### config.mk
export PLATFORM = sky130hd
export DESIGN_NAME = line_burst_arbiter
export DESIGN_NICKNAME = d
export VERILOG_FILES = /design/src/rtl/line_burst_arbiter.sv
export SDC_FILE = /design/constraint.sdc
export NUM_CORES = 2
export LEC_CHECK = 0
export CORE_AREA = 2 2 405 407
export DETAILED_ROUTE_END_ITERATION = 10
export DIE_AREA = 0 0 407 409
export SLEW_MARGIN = 10
export SYNTH_ARGS = -nofsm -noshare
export SYNTH_HDL_FRONTEND = slang
export SYNTH_SLANG_ARGS = --single-unit
### constraint.sdc
create_clock -name clk -period 10 [get_ports clk]
set_input_delay 2.5 -clock clk [delete_from_list [all_inputs] [get_ports clk]]
set_output_delay 2.5 -clock clk [all_outputs]
set_load 0.05 [all_outputs]
### src/rtl/line_burst_arbiter.sv
// Round-robin arbiter that turns per-channel cache-line read/write requests
// into single-outstanding DRAM bursts of LINE_W/BUS_W beats.
module line_burst_arbiter #(
  parameter int unsigned NUM_CH = 2,
  parameter int unsigned LINE_W = 256,
  parameter int unsigned BUS_W  = 64
) (
  input  logic                       clk,
  input  logic                       rst,
  input  logic [NUM_CH*32-1:0]       ch_addr,
  input  logic [NUM_CH-1:0]          ch_read,
  input  logic [NUM_CH-1:0]          ch_write,
  input  logic [NUM_CH*LINE_W-1:0]   ch_wdata,
  output logic [LINE_W-1:0]          ch_rdata,
  output logic [NUM_CH-1:0]          ch_resp,
  output logic [31:0]                dram_addr,
  output logic                       dram_read,
  output logic                       dram_write,
  output logic [BUS_W-1:0]           dram_wdata,
  input  logic                       dram_ready,
  input  logic [31:0]                dram_raddr,
  input  logic [BUS_W-1:0]           dram_rdata,
  input  logic                       dram_rvalid
);

  localparam int unsigned BEATS      = LINE_W / BUS_W;
  localparam int unsigned BEAT_W     = $clog2(BEATS);
  localparam int unsigned CH_W       = (NUM_CH > 1) ? $clog2(NUM_CH) : 1;
  localparam logic [31:0] ALIGN_MASK = ~(32'(LINE_W / 8) - 32'd1);

  typedef enum logic [2:0] {IDLE, RD_REQ, RD_DATA, WR_BURST, RESP} state_t;

  state_t                        state_q, state_n;
  logic [BEAT_W-1:0]             beat_q, beat_n;
  logic [CH_W-1:0]               rr_q, rr_n;
  logic [CH_W-1:0]               gnt_q, gnt_n;
  logic [31:0]                   addr_q, addr_n;
  logic [BEATS-1:0][BUS_W-1:0]   line_q, line_n;
  logic [BEATS-1:0][BUS_W-1:0]   rdata_q, rdata_n;

  logic                          dram_read_n, dram_write_n;
  logic [31:0]                   dram_addr_n;
  logic [BUS_W-1:0]              dram_wdata_n;
  logic [NUM_CH-1:0]             ch_resp_n;

  logic [NUM_CH-1:0][31:0]       addr_v;
  logic [NUM_CH-1:0][LINE_W-1:0] wdata_v;
  logic [NUM_CH-1:0]             req;
  logic                          gnt_found;
  logic [CH_W-1:0]               gnt_idx;
  logic [CH_W-1:0]               cand;

  assign addr_v   = ch_addr;
  assign wdata_v  = ch_wdata;
  assign req      = ch_read | ch_write;
  assign ch_rdata = rdata_q;

  // Round-robin search starting at rr_q, first requester wins
  always_comb begin
    gnt_found = 1'b0;
    gnt_idx   = '0;
    cand      = '0;
    for (int unsigned i = 0; i < NUM_CH; i++) begin
      cand = CH_W'((32'(rr_q) + i) % NUM_CH);
      if (!gnt_found && req[cand]) begin
        gnt_found = 1'b1;
        gnt_idx   = cand;
      end
    end
  end

  // Next-state and next-output logic; outputs are registered from the next state
  always_comb begin
    state_n = state_q;
    beat_n  = beat_q;
    rr_n    = rr_q;
    gnt_n   = gnt_q;
    addr_n  = addr_q;
    line_n  = line_q;
    rdata_n = rdata_q;

    case (state_q)
      IDLE: begin
        if (gnt_found) begin
          gnt_n  = gnt_idx;
          addr_n = addr_v[gnt_idx] & ALIGN_MASK;
          beat_n = '0;
          if (ch_write[gnt_idx]) begin
            line_n  = wdata_v[gnt_idx];
            state_n = WR_BURST;
          end else begin
            state_n = RD_REQ;
          end
        end
      end
      RD_REQ: begin
        if (dram_ready) state_n = RD_DATA;
      end
      RD_DATA: begin
        // Beats tagged with another address belong to someone else
        if (dram_rvalid && (dram_raddr == addr_q)) begin
          rdata_n[beat_q] = dram_rdata;
          beat_n          = beat_q + 1'b1;
          if (beat_q == BEAT_W'(BEATS - 1)) state_n = RESP;
        end
      end
      WR_BURST: begin
        if (dram_ready) begin
          beat_n = beat_q + 1'b1;
          if (beat_q == BEAT_W'(BEATS - 1)) state_n = RESP;
        end
      end
      RESP: begin
        rr_n    = (gnt_q == CH_W'(NUM_CH - 1)) ? '0 : gnt_q + 1'b1;
        state_n = IDLE;
      end
      default: state_n = IDLE;
    endcase

    dram_read_n  = (state_n == RD_REQ);
    dram_write_n = (state_n == WR_BURST);
    dram_addr_n  = (dram_read_n || dram_write_n) ? addr_n : '0;
    dram_wdata_n = dram_write_n ? line_n[beat_n] : '0;
    ch_resp_n    = '0;
    if (state_n == RESP) ch_resp_n[gnt_n] = 1'b1;
  end

  always_ff @(posedge clk) begin
    if (rst) begin
      state_q    <= IDLE;
      beat_q     <= '0;
      rr_q       <= '0;
      gnt_q      <= '0;
      addr_q     <= '0;
      line_q     <= '0;
      rdata_q    <= '0;
      dram_read  <= 1'b0;
      dram_write <= 1'b0;
      dram_addr  <= '0;
      dram_wdata <= '0;
      ch_resp    <= '0;
    end else begin
      state_q    <= state_n;
      beat_q     <= beat_n;
      rr_q       <= rr_n;
      gnt_q      <= gnt_n;
      addr_q     <= addr_n;
      line_q     <= line_n;
      rdata_q    <= rdata_n;
      dram_read  <= dram_read_n;
      dram_write <= dram_write_n;
      dram_addr  <= dram_addr_n;
      dram_wdata <= dram_wdata_n;
      ch_resp    <= ch_resp_n;
    end
  end

endmodule
* Yosys cells after proc, flatten, opt, wreduce, memory -nomap -nowiden *
Cells that the tools add are included.

storage, ports and cells
  register bits = 651
  input bits = 680
  logic and storage cells = 93

cells by class
  add/subtract/negate cells = 3
  $lt $le $gt $ge = 8
  eq/ne operators = 9
  mux-type cells = 40
  bitwise operators = 4
  reduce and logical (&&, ||, !) cells = 11

operators with widths
  kind                                                        number
  2-to-1 mux 256 bit                                          5
  bitwise mux 256 bit                                         1
  binary-select mux 64 bit (select 2 bit)                     1
  demux 64 bit (select 2 bit)                                 1
  2-to-1 mux 32 bit                                           4
  2-to-1 mux 64 bit                                           2
  == test 32 bit                                              1
  2-to-1 mux 3 bit                                            5
  2-to-1 mux 1 bit                                            14
  one-hot mux 3 bit (4 select lines)                          1
  == test 3 x 2 -> 1 bit, second input constant               3
  less-than comparator 1 x 2 -> 1 bit, second input constant  4
  2-to-1 mux 2 bit                                            4
  == test 3 x 1 -> 1 bit, second input constant               2
  == test 3 bit, second input constant                        2
  less-than comparator 2 x 3 -> 1 bit, second input constant  2
  one-hot mux 2 bit (3 select lines)                          1
  OR reduction 2 bit                                          3
  logical AND 1 bit                                           4
  zero test 3 bit                                             1
  inverter 1 bit                                              3
  adder 1 bit, second input constant                          2
  adder 2 x 1 -> 2 bit, second input constant                 1
  == test 2 bit, second input constant                        1
  other kinds (7)                                             7

* Longest topological paths before layout *
  word-level depth = 16
  gate-level depth with buffers = 11
  depth with buffers taken out = 8

* Worst setup path before layout *
Ideal clock, no wire load.

  path kind = input to register
  from = input port dram_raddr[26]
  to = register dram_wdata[10]
  arrival = 5128 ps
  path slack = 4780 ps
  stages = 10
  buffers on the path = 2
  cells stage by stage = xor2_1 or4_1 or4b_1 nor3b_4 o21ai_0 nand2_1 buf_2 buf_4 mux2_2 o32ai_1

on the way
  cells in the longest elaborated chain, start to end = 7
  elaborated cells on any way between the ends = 11
  classes of those cells = eq/ne: 2; mux: 6; bitwise: 1; reduce/logical: 2

ends and longest elaborated chain
  what                                RTL line  text
  from (decl)                         21        input logic [31:0] dram_raddr,
  == test 32 bit (*)                  101       if (dram_rvalid && (dram_raddr == addr_q)) begin
  logical AND 1 bit (*)               101
  2-to-1 mux 3 bit                    101
  one-hot mux 3 bit (4 select lines)  82        case (state_q)
  == test 3 x 2 -> 1 bit              121       dram_write_n = (state_n == WR_BURST);
  inverter 1 bit (no line)            n/a
  OR reduction 2 bit (no line)        n/a
  to (signal assigned)                153       dram_wdata <= dram_wdata_n;
  to (decl)                           19        output logic [BUS_W-1:0] dram_wdata,

Mark *: on every way between the ends. The rest lies on a longest branch, timed or not. The select of a mux whose other input is x is not followed.
A chain may end at the register's enable or synchronous reset.

* Final worst setup path *
  from = input port dram_raddr[11]
  to = register dram_wdata[45]

The elaborated chain is that of the path after synthesis.

==> metrics <==
vias in the first global route=26060; TritonCTS buffer count=80; vias post-DR=26875; setup tns final=0 ns; final cycle utilization of the critical path=0.641; DRT Wirelength=124000 um; CTS sink count=651; Sw Share=0.297; largest net degree at the start of global routing=179; critical path fanouts, max=84; warnings from Yosys=0; register area share after synthesis=0.497; remaining antenna violation count=0; syn avg cell area=8.03 um^2; die area=166000 um^2; outcome=completed; Tightest Pin Transition=1.08 ns; PnR Total Power=0.00730 W; area grow syn2layout=57.5%; Pint=0.00513 W; post-CTS setup buffers=0; Chip Width=407 um; # setup viols final=0; sequential power share=0.394; drt pass-1 iters=5; GR Overflow Total=0; CP Capture Type=flop; filler cell count=17612; r2r setup slk=5.55 ns; VDD IR-drop max=129 uV; Port Buffers=1025; predominant post-synthesis flop cell=dfxtp_1; post-synthesis cell count=3264; commonest cells in the netlist=nand2_1 (1091), dfxtp_1 (651), nor2_1 (326); Core Region=162000 um^2; Synth area leaders=dfxtp_1 (50%), nand2_1 (16%), a311oi_1 (6.5%); max cap viols=0; Resize count post-CTS=0; register area=13000 um^2; Synth area leader=dfxtp_1; Yosys cell types=40; clk_skew=0.0607 ns; Post-synth EDFFs=0; Cell Area, Synth=26200 um^2; TritonCTS clock tree=done; Final Util=0.255; Post-DP HPWL=91800 um; Crit path arrival time=6.92 ns; Switch Pwr=0.00216 W; routed len/inst=19.4 um; Syn Nets=3948; global-route wire length before repair=174000 um; Combinational Power Share=0.200; Detailed Route Iter0 Violations=1937; fmax=156 MHz; hold buffers post-CTS=0; power share of the clock group=0.406; Fin. Hold Viols=0; layout cell share with drive strength beyond 1=0.0745; # nets final=4825; worst min path class=reg2reg; Max Slew Vio Count=0; Die Y=409 um; Ports=1036; ys async rst share=0; top cell type's share of synthesized area=0.497; Starting Density=0.162; area of the multi-input gates=12100 um^2; Leakage=14.4 nW; Cell Pwr Density=177 nW/um^2; GPL Wtd Cong=0.921; initial antenna violation count=24; Max-slew headroom=0.280; cell with the most instances after synthesis=nand2_1; # rows=148; clock latency on the worst-skew pair=0.68 ns; remaining routing DRC violations=0; GR Util All Layers=0.141; DR vias/cell=4.21; min Tclk post-route=6.41 ns; Max H-tree Level=3; Reg clk slew, reported paths=0.06 ns; clk root buf=clkbuf_16; RSZ-0062 raised after global routing=no; critical path class=in2reg; CP startpoint kind=input port; WP data required=10.52 ns; Seq cells post-synth=651; clock buffer depth=3
## final timing paths
| path | from | end | cells past startpoint |
|---|---|---|---|
| min | ch_rdata[123] | ch_rdata[123] | 2 |
| max | dram_raddr[11] | dram_wdata[45] | 10 |
| max reg2reg | addr_q[11] | dram_wdata[45] | 9 |
| min reg2reg | ch_rdata[123] | ch_rdata[123] | 2 |
## cells in the final DEF (no fill, tap or decap), types with 3 or more instances in the layout
master,count
and2_1,7
nand2_4,3
clkbuf_16,80
diode_2,10
xnor2_1,8
nor2_1,325
nor2b_1,3
nor4_1,7
nor3_1,65
xor2_1,24
nand4_1,4
buf_4,32
clkbuf_8,23
and3_1,69
clkinv_16,5
buf_12,7
nand2_2,3
a21oi_1,314
clkinv_2,8
o32ai_1,64
a311oi_1,193
clkdlybuf4s50_1,1024
clkinv_4,5
nand2_1,1085
ha_1,4
mux2_2,128
nand2b_1,4
clkbuf_1,16
inv_6,3
inv_1,7
dfxtp_1,651
and2_2,3
## layer usage
metal / vias to the layer above / global-route usage / wire, um
met4: 10 / 0.0664 / 5440
met2: 990 / 0.234 / 58100
li1: 12857 / - / -
met1: 12814 / 0.170 / 50600
met5: - / 0 / 71
met3: 204 / 0.0352 / 9760
## state kept, by name, summed over array words and instances (netlist names)
name,cells
addr_q,32
dram_read,1
gnt_q,1
rr_q,1
dram_addr,32
ch_rdata,256
state_q,3
beat_q,2
ch_resp,2
line_q,256
dram_wdata,64
dram_write,1
## critical path, cell delays in order
cell	delay, ns
clkdlybuf4s50_1	0.42
xor2_1	0.25
or4_1	0.55
or4b_1	0.54
nor3b_4	0.48
o21ai_0	0.28
nand2_4	0.54
buf_12	0.43
mux2_2	0.40
o32ai_1	0.25
## per-stage QoR
stage,cells,area [um^2],setup WS [ns],hold slack (ns)
2_1_floorplan,3264,26200,4.78,0.431
3_3_place_gp,6234,38500,2.98,0.441
3_5_place_dp,6234,38500,2.94,0.446
4_1_cts,6378,41300,3.61,0.454
5_1_grt,6388,41300,3.37,0.468
6_report,6388,41300,3.59,0.452
## power groups by stage
stage,combinational [W],clock [W],sequential [W]
6_report,0.00146,0.00296,0.00287
5_1_grt,0.00157,0.00315,0.00289
4_1_cts,0.00146,0.00306,0.00288
3_5_place_dp,0.00146,0,0.00293
3_3_place_gp,0.00144,0,0.00293
2_1_floorplan,0.000660,0,0.00305
## final cells by class
| cell class | instances | area share |
|---|---|---|
| sequential | 651 | 0.316 |
| timing repair buffer | 1064 | 0.258 |
| multi-input combinational | 2337 | 0.293 |
| clock inverter | 25 | 0.00843 |
| tap | 2175 | 0.0659 |
| clock buffer | 119 | 0.0576 |
| antenna | 10 | 0.000606 |
| inverter | 7 | 0.000637 |
## logic make-up (layout without fill, tap and decap cells)
family	after synthesis	in the layout	synth area share
muxes	128	128	0.0550
xor gates and xnor gates	32	32	0.0107
buffers and inverters	276	1215	0.0438
adders and majority gates	4	4	0.00191
DFF	651	651	0.497
AOI/OAI and AO/OA	580	580	0.148
and+or+nand+nor	1593	1593	0.243
other	0	10	0
(Power assumes the default switching activity.)
